**src/rtl/imem_pkg.sv**
```systemverilog
// Constants, loader state encoding and instruction field decode shared by the
// instruction memory, imem_loader and the benches.
package imem_pkg;

    localparam int IMEM_DEPTH     = 16;
    localparam int IMEM_WORD_W    = 32;
    localparam int BYTES_PER_WORD = IMEM_WORD_W / 8;

    typedef enum logic [2:0] {
        IDLE  = 3'd0,
        RECV  = 3'd1,
        WRITE = 3'd2,
        CHECK = 3'd3,
        DONE  = 3'd4
    } ld_state_t;

    function automatic logic [5:0] f_opcode(input logic [31:0] w);
        return w[31:26];
    endfunction

    function automatic logic [4:0] f_rd(input logic [31:0] w);
        return w[25:21];
    endfunction

    function automatic logic [4:0] f_rs(input logic [31:0] w);
        return w[20:16];
    endfunction

    function automatic logic [4:0] f_rt(input logic [31:0] w);
        return w[15:11];
    endfunction

    function automatic logic [4:0] f_sa(input logic [31:0] w);
        return w[10:6];
    endfunction

    function automatic logic [5:0] f_func(input logic [31:0] w);
        return w[5:0];
    endfunction

endpackage

```
**src/rtl/imem_loader_word_packer.sv**
```systemverilog
// Byte-to-word assembler: MSB-first shift register with a byte counter.
// full is high while the next load completes the current word.
module word_packer #(
    parameter int tam = 32
) (
    input  logic           clk,
    input  logic           reset,
    input  logic           clear,
    input  logic           load,
    input  logic [7:0]     in_byte,
    output logic [tam-1:0] word,
    output logic           full
);

    localparam int bpw = tam / 8;
    localparam int cw  = (bpw > 1) ? $clog2(bpw) : 1;
    localparam logic [cw-1:0] last = cw'(bpw - 1);

    logic [cw-1:0] cnt;

    assign full = (cnt == last);

    always_ff @(posedge clk) begin
        if (reset || clear) begin
            word <= '0;
            cnt  <= '0;
        end else if (load) begin
            word <= (word << 8) | tam'(in_byte);
            cnt  <= full ? '0 : cnt + 1'b1;
        end
    end

endmodule

```
**src/rtl/imem_loader.sv**
```systemverilog
// Streams bytes into the instruction memory write port, one word per 4 bytes.
// Optional trailing XOR checksum byte when IMEM_LOADER_CHECKSUM_EN is defined.
module imem_loader
    import imem_pkg::*;
#(
    parameter int tam    = IMEM_WORD_W,
    parameter int depth  = IMEM_DEPTH,
    parameter int addr_w = $clog2(depth)
) (
    input  logic              clk,
    input  logic              reset,
    input  logic              start,
    input  logic [7:0]        in_byte,
    input  logic              in_valid,
    output logic              in_ready,
    output logic              mem_we,
    output logic [addr_w-1:0] mem_addr,
    output logic [tam-1:0]    mem_wdata,
    output logic              busy,
    output logic              done,
    output logic              err
);

    localparam logic [addr_w-1:0] last_addr = addr_w'(depth - 1);

    ld_state_t         state;
    logic [addr_w-1:0] addr;
    logic [tam-1:0]    word;
    logic              pk_full;
    logic              pk_load;
    logic              pk_clear;

    // Every output is a decode of the state register or a register itself,
    // so in_ready never depends on in_valid combinationally.
    assign in_ready  = (state == RECV) || (state == CHECK);
    assign mem_we    = (state == WRITE);
    assign busy      = (state == RECV) || (state == WRITE) || (state == CHECK);
    assign done      = (state == DONE);
    assign mem_addr  = addr;
    assign mem_wdata = word;

    assign pk_load  = (state == RECV) && in_valid;
    assign pk_clear = start && ((state == IDLE) || (state == DONE));

    word_packer #(.tam(tam)) u_packer (
        .clk     (clk),
        .reset   (reset),
        .clear   (pk_clear),
        .load    (pk_load),
        .in_byte (in_byte),
        .word    (word),
        .full    (pk_full)
    );

`ifdef IMEM_LOADER_CHECKSUM_EN
    logic [7:0] acc;
    logic       err_q;

    assign err = err_q;

    always_ff @(posedge clk) begin
        if (reset) begin
            state <= IDLE;
            addr  <= '0;
            acc   <= '0;
            err_q <= 1'b0;
        end else begin
            case (state)
                IDLE, DONE: if (start) begin
                    state <= RECV;
                    addr  <= '0;
                    acc   <= '0;
                    err_q <= 1'b0;
                end
                RECV: if (in_valid) begin
                    acc <= acc ^ in_byte;
                    if (pk_full) state <= WRITE;
                end
                WRITE: if (addr == last_addr) begin
                    state <= CHECK;
                end else begin
                    addr  <= addr + 1'b1;
                    state <= RECV;
                end
                CHECK: if (in_valid) begin
                    err_q <= (in_byte != acc);
                    state <= DONE;
                end
                default: state <= IDLE;
            endcase
        end
    end
`else
    assign err = 1'b0;

    always_ff @(posedge clk) begin
        if (reset) begin
            state <= IDLE;
            addr  <= '0;
        end else begin
            case (state)
                IDLE, DONE: if (start) begin
                    state <= RECV;
                    addr  <= '0;
                end
                RECV: if (in_valid && pk_full) state <= WRITE;
                WRITE: if (addr == last_addr) begin
                    state <= DONE;
                end else begin
                    addr  <= addr + 1'b1;
                    state <= RECV;
                end
                default: state <= IDLE;
            endcase
        end
    end
`endif

endmodule

```
**config.mk**
```make
export PLATFORM = sky130hd
export DESIGN_NAME = imem_loader
export DESIGN_NICKNAME = d
export VERILOG_FILES = /design/src/rtl/imem_pkg.sv /design/src/rtl/imem_loader_word_packer.sv /design/src/rtl/imem_loader.sv
export SDC_FILE = /design/constraint.sdc
export NUM_CORES = 1
export LEC_CHECK = 0
export BUFFER_PORTS_ARGS = -buffer_cell sky130_fd_sc_hd__buf_4
export CAP_MARGIN = 30
export CORE_UTILIZATION = 35
export DETAILED_ROUTE_END_ITERATION = 10
export PLACE_DENSITY_LB_ADDON = 0.2
export SLEW_MARGIN = 10
export SYNTH_ARGS = -nofsm -noshare
export SYNTH_HDL_FRONTEND = slang
export SYNTH_SLANG_ARGS = --single-unit
```
**constraint.sdc**
```tcl
create_clock -name clk -period 1.7 [get_ports clk]
set_input_delay 0.34 -clock clk [delete_from_list [all_inputs] [get_ports clk]]
set_output_delay 0.34 -clock clk [all_outputs]
set_load 0.005 [all_outputs]
```
==> impl_results.md <==
- Synth area leader: dfxtp_1
- Register area share after synthesis: 0.521
- Worst hold path depth: 2
- Max Cap Violations: 0
- FF+latch count, synth: 41
- Die ar.: 4770 um^2
- CTS sink cnt: a little over 40
- Clk slew on worst S/H paths: 0.08 ns
- Routed vias/inst: 4.67
- Die W: 69.1 um
- Run status: completed
- Clk_lat worst skew: 0.29 ns
- Ranking of synthesized cells by area: dfxtp_1 (52%), nand2_1 (16%), a21oi_1 (12%), buf_2 (1.9%), ha_1 (1.6%)
- Routed len/inst: 11.2 um
- Hold Crit Start: reset
- Avg Inst Size Synth: 7.96 um^2
- Fmax achieved: just over 600 MHz
- Drt first pass iters: 4
- Post-synth EDFFs: 0
- Maximum number of pins on one net before global-route repair: 39
- H-tree levels: 2
- Fin. max-slew vios: 0
- RSZ-0062 raised after global routing: false
- Critical path peak fanout: 9
- Busiest layer in global routing: met2
- Final ANT Viol Nets: 0
- GPL Wtd Cong: 0.709
- Post-Syn Area: 1580 um^2
- CP startpoint kind: flop
- Ys async rst share: 0
- Total global-route track usage: 0.144
- Vias in the first global route: between 1k and 1.5k
- WP data arrival: 1.27 ns
- Io pins: 53
- Setup CP Type: flop to output port
- Yosys top cell area share: 0.521
- Fin Setup TNS: 0 ns
- Worst IR drop on VDD: 0.582 mV
- Antenna cells: 0
- Share of cells above drive strength 1: 0.276
- Fin crit share: 0.949
- First-pass GRT wire length: 5520 um
- Syn-to-layout area delta: 35.7%
- Clock tree buffer depth: 2
- Initial drt markers: a little over 80
- Synth cell types: 30
- # hold bufs at CTS: 0
- Final setup fails: 0
- Most common cell in the netlist: nand2_1
- Minimum clock period: 1.61 ns
- Met2 usage: 0.213
- Fin Hold WS: 0.249 ns
- Gate Count Post-Synth: 198
- Met3 usage: 0.0512
- Crit path capture type: output port
- Initial antenna violation count: 0
- Worst Path Required: between 1 and 1.5 ns
- Cts repair resizes: 1
- Overall Power: 1.88 mW
- Finished Core Util: 0.491
- Starting Density: 0.362
- Clock Tree Root: clkbuf_8
- Final WL: 3350 um
- Final hold violation count: 0
- Pwr/cell area: 878 nW/um^2
- IO Port Bufs: 51
- Postcts setup bufs: 0
- Fillers: 450
- CTS tree: done
- Core area: 4350 um^2
- FF-to-FF End: mem_addr[0]
- Post-DP HPWL: 2170 um
- Hold worst-path end: state[2]
- Nets: 259
- Fin Clk Skew: about 0.0075 ns
- Row count: 24
- Worst flop-to-flop path startpoint: state[0]
- Synth warnings: 0
- Synth Flop Type: dfxtp_1
- Vias: 1,392
- Leakage: 0.831 nW
- Clock buffer count from CTS: 5
- Flop2flop setup slack: 0.34 ns
- Remaining DRCs: 0
- HP Class: input pin to flop
- Total gr overflow: 0
- Mapped Nets: approximately 210
- Commonest cells in the synthesized netlist: nand2_1 (67), dfxtp_1 (41), a21oi_1 (37)
- Die Y-Extent: 69.1 um
- Met1 GRT Util: 0.194
- Reg2Reg Depth: 3
==> sequential cells by signal (all words and copies together), names as in the netlist <==
signal and cells:
state 3, u_packer.word 32, mem_addr 4, u_packer.cnt 2
==> through the flow <==
stage / instance area (um^2) / setup WS, ns / cells
2_1_floorplan: 1580 / 0.266 / 198
3_3_place_gp: 2020 / 0.255 / 290
3_5_place_dp: 2020 / 0.228 / 290
4_1_cts: 2140 / 0.0330 / 298
5_1_grt: 2140 / 0.0289 / 298
6_report: 2140 / 0.0867 / 298
==> per-layer routing <==
layer,wire [um],vias up
met4,38,0
met2,1460,31
met1,1700,615
met5,0,-
li1,-,742
met3,151,4
==> cell families (layout without fill, tap and decap cells) <==
family / Yosys count / after routing / synth area share
adder cells (fa/ha/maj): 2 / 2 / 0.0159
buffers and inverters: 19 / 67 / 0.0596
other: 1 / 1 / 0.00238
AND/OR/NAND/NOR: 88 / 88 / 0.240
AO/OA/AOI/OAI: 46 / 46 / 0.156
flip-flops: 41 / 41 / 0.521
XOR/XNOR: 1 / 1 / 0.00556
==> placed cells by master (no fill, tap or decap), drive strengths merged, types with 2 or more instances in the layout <==
cell / instances
inv: 2
or3: 3
nor2: 4
o21ai: 3
buf: 56
nand3: 3
nor3b: 2
nand2: 67
a21oi: 37
a211oi: 2
dfxtp: 41
nor3: 4
ha: 2
clkinv: 2
clkbuf: 5
==> worst max-delay path, cell delays in order, from the launching register on <==
cell and delay [ns]:
dfxtp_2 0.37, or3b_4 0.45, clkinv_1 0.07, buf_4 0.10
==> cell type report <==
type,count,area (um^2),area share
clock buffers,5,68.8,0.0322
clock inverters,3,46.3,0.0217
inverters,3,11.3,0.00527
multi-input cells,138,678,0.317
flip-flops and latches,41,823,0.385
well taps,52,65.1,0.0304
repair buffers,56,445,0.208
==> how the worst max path moves through the flow <==
stage / from / endpoint / slack [ns] / cells past startpoint
finish: state[0] / mem_we / 0.09 / 3
global route: state[0] / mem_we / 0.03 / 3
CTS: state[0] / mem_we / 0.03 / 3
detailed placement: state[0] / mem_addr[0] / 0.23 / 3
global placement: state[2] / mem_addr[0] / 0.26 / 3
floorplan: state[0] / mem_addr[0] / 0.27 / 5
==> where the power goes <==
part / internal [mW] / leakage, nW / total, mW / switching, mW
Combinational: 0.0541 / 0.445 / 0.119 / 0.0649
Sequential: 0.968 / 0.332 / 0.977 / 0.00888
Clock: 0.439 / 0.0543 / 0.782 / 0.343
No activity file was read; power rests on OpenSTA's default activity.
